[config.mk]
export PLATFORM = sky130hd
export DESIGN_NAME = accel_core_neuron_engine_flat
export DESIGN_NICKNAME = d
export VERILOG_FILES = /design/src/rtl/accel_core_neuron_engine_if.sv /design/src/rtl/accel_core_neuron_engine.sv /design/src/flat_wrapper.sv
export SDC_FILE = /design/constraint.sdc
export NUM_CORES = 1
export LEC_CHECK = 0
export BUFFER_PORTS_ARGS = -buffer_cell sky130_fd_sc_hd__buf_2
export CAP_MARGIN = 20
export CORE_ASPECT_RATIO = 0.6
export CORE_MARGIN = 4
export CORE_UTILIZATION = 25
export CTS_CLUSTER_SIZE = 14
export DETAILED_ROUTE_END_ITERATION = 8
export GPL_ROUTABILITY_DRIVEN = 0
export SYNTH_ARGS = -nofsm -noshare
export SYNTH_HDL_FRONTEND = slang
export SYNTH_SLANG_ARGS = --single-unit
[constraint.sdc]
create_clock -name clk -period 11.93 [get_ports clk]
set_input_delay 0.5965 -clock clk [delete_from_list [all_inputs] [get_ports clk]]
set_output_delay 0.5965 -clock clk [all_outputs]
set_load 0.01 [all_outputs]
[src/rtl/accel_core_neuron_engine_if.sv]
// Bus between the accelerator core (master) and the fully-connected neuron engine (slave).
interface accel_core_neuron_engine_if #(
   parameter int unsigned NUM_W   = 3,
   parameter int unsigned DATA_W  = 8,
   parameter int unsigned MAX_LEN = 16
);
   localparam int unsigned LEN_W = $clog2(MAX_LEN + 2);
   localparam int unsigned IDX_W = (MAX_LEN > 1) ? $clog2(MAX_LEN) : 1;

   logic                                 in_valid;
   logic [LEN_W-1:0]                     in_len;
   logic [LEN_W-1:0]                     out_len;
   logic [MAX_LEN*DATA_W-1:0]            in_data;
   logic                                 relu_en;
   logic [NUM_W-1:0]                     w_valid;
   logic [NUM_W*(MAX_LEN+1)*DATA_W-1:0]  w_data;
   logic [NUM_W*LEN_W-1:0]               w_len;
   logic [NUM_W*IDX_W-1:0]               w_neuron_idx;
   logic [NUM_W-1:0]                     w_release;
   logic [MAX_LEN*DATA_W-1:0]            out_data;
   logic [MAX_LEN-1:0]                   out_mask;
   logic                                 done_layer;
   logic                                 move_out_to_in;
   logic                                 err_len;

   modport master (
      output in_valid, in_len, out_len, in_data, relu_en,
      output w_valid, w_data, w_len, w_neuron_idx,
      input  w_release, out_data, out_mask, done_layer, move_out_to_in, err_len
   );

   modport slave (
      input  in_valid, in_len, out_len, in_data, relu_en,
      input  w_valid, w_data, w_len, w_neuron_idx,
      output w_release, out_data, out_mask, done_layer, move_out_to_in, err_len
   );
endinterface

[src/rtl/accel_core_neuron_engine.sv]
// Fully-connected layer engine: round-robin over weight buffers, one serial
// signed MAC per neuron, bias add, optional ReLU, saturation into the output vector.
module accel_core_neuron_engine #(
   parameter int unsigned NUM_W   = 3,
   parameter int unsigned DATA_W  = 8,
   parameter int unsigned MAX_LEN = 16,
   parameter int unsigned ACC_W   = 2 * DATA_W + $clog2(MAX_LEN + 1) + 1
) (
   input logic clk,
   input logic rst,
   accel_core_neuron_engine_if.slave bus
);
   localparam int unsigned LEN_W = $clog2(MAX_LEN + 2);
   localparam int unsigned IDX_W = (MAX_LEN > 1) ? $clog2(MAX_LEN) : 1;
   localparam int unsigned GNT_W = (NUM_W > 1) ? $clog2(NUM_W) : 1;
   localparam int unsigned BUF_W = (MAX_LEN + 1) * DATA_W;
   localparam logic signed [ACC_W-1:0] SAT_MAX = ACC_W'((2 ** (DATA_W - 1)) - 1);
   localparam logic signed [ACC_W-1:0] SAT_MIN = -ACC_W'(2 ** (DATA_W - 1));

   typedef enum logic [2:0] {S_IDLE, S_ARB, S_MAC, S_BIAS, S_WRITE, S_DONE} state_t;

   state_t                     state_q, state_d;
   logic [GNT_W-1:0]           grant_q, last_grant_q, arb_idx_c;
   logic                       arb_hit_c, arb_err_c, err_mode_q;
   logic [IDX_W-1:0]           j_q, slot_c;
   logic signed [ACC_W-1:0]    acc_q, clamp_c;
   logic signed [DATA_W-1:0]   in_el_c, w_el_c, res_c;
   logic signed [2*DATA_W-1:0] prod_c;
   logic [NUM_W-1:0]           w_release_q;
   logic [MAX_LEN*DATA_W-1:0]  out_data_q;
   logic [MAX_LEN-1:0]         out_mask_q, mask_next_c, need_c;
   logic                       done_q, err_len_q, last_mac_c, layer_full_c;

   // Round-robin search from last_grant+1; a buffer released last cycle is held off.
   always_comb begin
      int cand;
      cand      = 0;
      arb_hit_c = 1'b0;
      arb_idx_c = '0;
      for (int off = 1; off <= int'(NUM_W); off++) begin
         cand = (int'(last_grant_q) + off) % int'(NUM_W);
         if (!arb_hit_c && bus.w_valid[GNT_W'(cand)] && !w_release_q[GNT_W'(cand)]) begin
            arb_hit_c = 1'b1;
            arb_idx_c = GNT_W'(cand);
         end
      end
      arb_err_c = (int'(bus.w_len[int'(arb_idx_c)*LEN_W +: LEN_W]) != int'(bus.in_len) + 1) ||
                  (int'(bus.w_neuron_idx[int'(arb_idx_c)*IDX_W +: IDX_W]) >= int'(bus.out_len));
   end

   // Operand selection: in BIAS the weight element at index N is the bias.
   always_comb begin
      int el;
      el      = (state_q == S_BIAS) ? int'(bus.in_len) : int'(j_q);
      in_el_c = bus.in_data[int'(j_q)*DATA_W +: DATA_W];
      w_el_c  = bus.w_data[int'(grant_q)*BUF_W + el*DATA_W +: DATA_W];
      prod_c  = in_el_c * w_el_c;
   end

   always_comb begin
      clamp_c = acc_q;
      if (bus.relu_en && acc_q < 0) clamp_c = '0;
      if (clamp_c > SAT_MAX)      clamp_c = SAT_MAX;
      else if (clamp_c < SAT_MIN) clamp_c = SAT_MIN;
      res_c = clamp_c[DATA_W-1:0];
   end

   // Layer completion looks at the mask as it will be after the current write.
   always_comb begin
      slot_c      = bus.w_neuron_idx[int'(grant_q)*IDX_W +: IDX_W];
      mask_next_c = out_mask_q;
      if (!err_mode_q) mask_next_c[slot_c] = 1'b1;
      for (int k = 0; k < int'(MAX_LEN); k++) need_c[k] = (k < int'(bus.out_len));
      layer_full_c = ((mask_next_c & need_c) == need_c);
      last_mac_c   = (int'(j_q) == int'(bus.in_len) - 1);
   end

   always_ff @(posedge clk or posedge rst) begin
      if (rst) state_q <= S_IDLE;
      else     state_q <= state_d;
   end

   always_comb begin
      state_d = state_q;
      unique case (state_q)
         S_IDLE:  if (bus.in_valid) state_d = S_ARB;
         S_ARB:   if (!bus.in_valid) state_d = S_IDLE;
                  else if (arb_hit_c) state_d = arb_err_c ? S_WRITE : S_MAC;
         S_MAC:   if (!bus.in_valid) state_d = S_IDLE;
                  else if (last_mac_c) state_d = S_BIAS;
         S_BIAS:  state_d = bus.in_valid ? S_WRITE : S_IDLE;
         S_WRITE: if (!bus.in_valid) state_d = S_IDLE;
                  else state_d = layer_full_c ? S_DONE : S_ARB;
         S_DONE:  if (!bus.in_valid) state_d = S_IDLE;
         default: state_d = S_IDLE;
      endcase
   end

   always_ff @(posedge clk or posedge rst) begin
      if (rst) begin
         grant_q      <= '0;
         last_grant_q <= GNT_W'(NUM_W - 1);
         err_mode_q   <= 1'b0;
         j_q          <= '0;
         acc_q        <= '0;
         w_release_q  <= '0;
         out_data_q   <= '0;
         out_mask_q   <= '0;
         done_q       <= 1'b0;
         err_len_q    <= 1'b0;
      end else begin
         w_release_q <= '0;
         done_q      <= 1'b0;
         unique case (state_q)
            S_ARB: if (bus.in_valid && arb_hit_c) begin
               grant_q    <= arb_idx_c;
               err_mode_q <= arb_err_c;
               acc_q      <= '0;
               j_q        <= '0;
               if (arb_err_c) err_len_q <= 1'b1;
            end
            S_MAC: begin
               acc_q <= acc_q + ACC_W'(prod_c);
               j_q   <= j_q + 1'b1;
            end
            S_BIAS: acc_q <= acc_q + ACC_W'(w_el_c);
            S_WRITE: if (bus.in_valid) begin
               if (!err_mode_q) out_data_q[int'(slot_c)*DATA_W +: DATA_W] <= res_c;
               out_mask_q           <= mask_next_c;
               w_release_q[grant_q] <= 1'b1;
               last_grant_q         <= grant_q;
               done_q               <= layer_full_c;
            end
            default: ;
         endcase
         // Entering IDLE (layer end or abort) discards the layer's bookkeeping.
         if (state_d == S_IDLE) begin
            out_mask_q <= '0;
            err_len_q  <= 1'b0;
         end
      end
   end

   assign bus.w_release      = w_release_q;
   assign bus.out_data       = out_data_q;
   assign bus.out_mask       = out_mask_q;
   assign bus.done_layer     = done_q;
   assign bus.move_out_to_in = done_q;
   assign bus.err_len        = err_len_q;
endmodule

[src/flat_wrapper.sv]
// flat-port wrapper written by rule: the top's interface ports become plain ports
module accel_core_neuron_engine_flat 
#(
   parameter int unsigned NUM_W   = 3,
   parameter int unsigned DATA_W  = 8,
   parameter int unsigned MAX_LEN = 16,
   parameter int unsigned ACC_W   = 2 * DATA_W + $clog2(MAX_LEN + 1) + 1
)
  (clk, rst, bus_in_valid, bus_in_len, bus_out_len, bus_in_data, bus_relu_en, bus_w_valid, bus_w_data, bus_w_len, bus_w_neuron_idx, bus_w_release, bus_out_data, bus_out_mask, bus_done_layer, bus_move_out_to_in, bus_err_len);
  accel_core_neuron_engine_if #(.NUM_W(NUM_W), .DATA_W(DATA_W), .MAX_LEN(MAX_LEN)) bus_i ();
  input logic clk;
  input logic rst;
  input wire logic [$bits(bus_i.in_valid)-1:0] bus_in_valid;
  input wire logic [$bits(bus_i.in_len)-1:0] bus_in_len;
  input wire logic [$bits(bus_i.out_len)-1:0] bus_out_len;
  input wire logic [$bits(bus_i.in_data)-1:0] bus_in_data;
  input wire logic [$bits(bus_i.relu_en)-1:0] bus_relu_en;
  input wire logic [$bits(bus_i.w_valid)-1:0] bus_w_valid;
  input wire logic [$bits(bus_i.w_data)-1:0] bus_w_data;
  input wire logic [$bits(bus_i.w_len)-1:0] bus_w_len;
  input wire logic [$bits(bus_i.w_neuron_idx)-1:0] bus_w_neuron_idx;
  output wire logic [$bits(bus_i.w_release)-1:0] bus_w_release;
  output wire logic [$bits(bus_i.out_data)-1:0] bus_out_data;
  output wire logic [$bits(bus_i.out_mask)-1:0] bus_out_mask;
  output wire logic [$bits(bus_i.done_layer)-1:0] bus_done_layer;
  output wire logic [$bits(bus_i.move_out_to_in)-1:0] bus_move_out_to_in;
  output wire logic [$bits(bus_i.err_len)-1:0] bus_err_len;
  assign bus_i.in_valid = bus_in_valid;
  assign bus_i.in_len = bus_in_len;
  assign bus_i.out_len = bus_out_len;
  assign bus_i.in_data = bus_in_data;
  assign bus_i.relu_en = bus_relu_en;
  assign bus_i.w_valid = bus_w_valid;
  assign bus_i.w_data = bus_w_data;
  assign bus_i.w_len = bus_w_len;
  assign bus_i.w_neuron_idx = bus_w_neuron_idx;
  assign bus_w_release = bus_i.w_release;
  assign bus_out_data = bus_i.out_data;
  assign bus_out_mask = bus_i.out_mask;
  assign bus_done_layer = bus_i.done_layer;
  assign bus_move_out_to_in = bus_i.move_out_to_in;
  assign bus_err_len = bus_i.err_len;
  accel_core_neuron_engine #(.NUM_W(NUM_W), .DATA_W(DATA_W), .MAX_LEN(MAX_LEN), .ACC_W(ACC_W)) u_core (.clk(clk), .rst(rst), .bus(bus_i));
endmodule
==> impl_metrics.tcl <==
set metrics [dict create \
    status "finished, final reports clean" \
    grt_use_total_pct 20.82 \
    nets 3309 \
    synthArstFlopShare_pct 100.0 \
    setup-tns-final_ns 0 \
    synth-xor-area-share_pct 2.485 \
    drive_above_1_share_pct 39.30 \
    drc 0 \
    cts_made_buffers 17 \
    core_area_um2 73800 \
    antenna_left 0 \
    crit_type "reg2reg" \
    cts_sinks 183 \
    mappedNetlistArea_um2 18680 \
    met2_length_um 35400 \
    grt_max_degree 76 \
    worstPathCellList "nand3b_1, buf_4, o21ai_0, ha_1, a21oi_1, a2111oi_2, a31oi_1, xor2_2, a211oi_1, a211oi_4, and2_1, fa_1, fa_1, fa_1, fa_1, ha_1, ha_1, a21oi_1, o21ai_0, a211oi_1, nor2_1, or3_1, a32oi_1, o21ai_0" \
    synth-main-ff-cell "dfrtp_1" \
    layout_common_cells "buf_2, dfrtp_1, nand2_1, o21ai_0, inv_1" \
    slew_violations 0 \
    synth_top_family_by_area "multiplexers" \
    synthSimpleGateAreaFrac_pct 12.83 \
    wl_um 86010 \
    row_count 77 \
    finalSetupViolCount 0 \
    synth_cells 1874 \
    highest_layer "met5" \
    place_hpwl_um 72960 \
    fp.dieH_um 219.7 \
    wl_per_cell_um 24.22 \
    detail_route.vias_per_cell 5.162 \
    synthAdderAreaFrac_pct 16.59 \
    start_kind "register" \
    num_vias 18330 \
    cts_hold_buffers 0 \
    postCtsSetupRepairBufs 0 \
    relSlewSlack_pct 26.43 \
    holdWs_ns 0.2247 \
    ys_seq_elements 183 \
    required_ns 12.26 \
    synth-compound-area-share_pct 14.30 \
    h-tree-depth 4 \
    gr-total-overflow 0 \
    reg2reg_slack_ns 1.83 \
    finalHoldViolCount 0 \
    cp.arrival_ns 10.42 \
    path_buf_inv 1 \
    drt_iter0_markers 1789 \
    slowest_delay_ns 0.88 \
    synth_cell_types 81 \
    ys.warnings.count 0 \
    synth.area.mux_share_pct 23.65 \
    cts_buffer_depth 2 \
    cts_tree "done" \
    layout_commonest_cell "buf_2" \
    synth_nets 2639 \
    path_max_fanout 26 \
    grt_pass1_vias 17670 \
    ys_seq_area_share_pct 24.53 \
    dieWidth_um 360.9 \
    hp-class "in2async" \
    grt_pass1_wl_um 122900 \
    port_buffers 729 \
    r2r-end "u_core.acc_q[17]$_DFFE_PP0P_" \
    drt_first_pass_iters 5 \
    fmax_ghz 0.09905 \
    drv_cap 0 \
    period_share_pct 84.63 \
    start_util_pct 25.31 \
    crit_family "compound AO/OA/AOI/OAI gates" \
    tightest_slew_ns 1.104 \
    wl_met3_um 10350 \
    wl_met1_um 38670 \
    ios 730 \
    crit_top_cell "fa_1" \
    rsz0062_at_grt "false" \
    synth-edff-count 0 \
    grt_antenna_before_repair 21 \
    area_growth_pct 28.31 \
    cp-end-kind "register" \
    slowest_stage "and2_1" \
    die-area_um2 79290 \
    cts-root-buf "clkbuf_16" \
    reg2reg_from "u_core.state_q[0]$_DFF_PP0_" \
    cts_resized 0 \
    reg2regPathDepth 24 \
    finClkSkew_ns 0.02952 \
    clkTransAtPathRegs_ns 0.10 \
    syn_avg_cell_area_um2 9.966 \
    insertion_delay_ns 0.46 \
    final.min_clock_period_ns 10.10 \
]
[synthesized netlist by cell type, types with 6 or more instances]
master	count	share of area, %
a211o_1	6	0.28
a211oi_1	10	0.40
a21boi_0	7	0.28
a21o_1	21	0.84
a21oi_1	83	2.2
a221oi_1	24	1.1
a22oi_1	20	0.80
a31oi_1	17	0.57
and2_1	46	1.5
and3_1	19	0.64
buf_1	9	0.18
buf_2	16	0.43
buf_4	8	0.32
buf_6	6	0.36
clkbuf_1	66	1.3
dfrtp_1	182	24
fa_1	99	11
ha_1	86	5.8
inv_1	129	2.6
mux2_2	78	4.7
mux2i_1	112	6.0
mux4_2	105	13
nand2_1	178	3.6
nand2b_1	14	0.47
nand3_1	29	0.78
nand4_1	18	0.60
nor2_1	94	1.9
nor2b_1	16	0.54
nor3_1	38	1.0
nor4_1	17	0.57
o211ai_1	6	0.24
o21ai_0	139	3.7
o21bai_1	7	0.28
o221ai_1	15	0.70
o22ai_1	14	0.47
o31ai_1	6	0.24
or2_2	6	0.20
xnor2_1	32	1.5
xor2_1	16	0.75
[kinds of logic (layout without fill, tap and decap cells)]
logic type / after synthesis / count (layout)
simple gates: 499 / 499
xor+xnor: 50 / 50
buf+inv: 240 / 923
mux: 297 / 297
compound gates: 416 / 416
flops: 183 / 183
other cells: 0 / 7
fa+ha+maj: 189 / 189
[routing by layer]
metal / GRT usage (%) / up-vias
met5: 0 / -
met4: 3.606 / 18
met3: 8.143 / 89
met2: 29.02 / 894
met1: 30.47 / 9093
li1: - / 8235
[state kept, by name, summed over array words and instances (netlist names)]
register,cells
u_core.acc_q,22
u_core.bus.err_len,1
u_core.state_q,3
u_core.last_grant_q,2
u_core.err_mode_q,1
u_core.j_q,4
u_core.bus.out_data,128
u_core.bus.w_release,3
u_core.bus.out_mask,16
u_core.grant_q,2
u_core.bus.done_layer,1
[through the flow]
stage | cells | area, um^2 | util (%) | worst slack [ns]
2_1_floorplan | 1874 | 18680 | - | 2.951
3_3_place_gp | 3512 | 23330 | 31.61 | 2.168
3_5_place_dp | 3512 | 23330 | 31.61 | 1.843
4_1_cts | 3544 | 23950 | 32.45 | 1.823
5_1_grt | 3546 | 23950 | 32.46 | 1.090
6_report | 3551 | 23960 | 32.47 | 1.834
[layout make-up]
cell class / instances / area, um^2
multi-input cells: 1451 / 13110
repair buffers: 760 / 3906
clock buffers: 17 / 425.4
diodes: 7 / 17.52
flip-flops and latches: 183 / 4586
well taps: 987 / 1235
clock inverters: 15 / 190.2
inverters: 131 / 496.7
fillers: 7751 / 49830
[worst register-to-register path: stages (launching register included)]
cell and delay, ns:
dfrtp_1 0.68, nand3b_1 0.13, buf_4 0.24, o21ai_0 0.38
ha_1 0.32, a21oi_1 0.76, a2111oi_2 0.26, a31oi_1 0.33
xor2_2 0.79, a211oi_1 0.19, a211oi_4 0.67, and2_1 0.89
fa_1 0.59, fa_1 0.54, fa_1 0.44, fa_1 0.51
ha_1 0.31, ha_1 0.33, a21oi_1 0.21, o21ai_0 0.26
a211oi_1 0.49, nor2_1 0.09, or3_1 0.31, a32oi_1 0.18
o21ai_0 0.10
[worst max path at each step]
stage	start	endpoint	slack, ns	cells past startpoint
6_report	u_core.state_q[0]$_DFF_PP0_	u_core.acc_q[17]$_DFFE_PP0P_	1.83	24
5_1_grt	u_core.state_q[0]$_DFF_PP0_	u_core.acc_q[19]$_DFFE_PP0P_	1.09	25
4_1_cts	u_core.state_q[0]$_DFF_PP0_	u_core.acc_q[17]$_DFFE_PP0P_	1.82	24
3_5_place_dp	u_core.state_q[0]$_DFF_PP0_	u_core.acc_q[17]$_DFFE_PP0P_	1.84	24
3_3_place_gp	u_core.state_q[0]$_DFF_PP0_	u_core.acc_q[19]$_DFFE_PP0P_	2.17	26
2_1_floorplan	u_core.j_q[0]$_DFFE_PP0P_	u_core.acc_q[17]$_DFFE_PP0P_	2.95	35
Power is not shown: default switching activity piles up to over one toggle a cycle in this logic, so the estimate is an artifact.
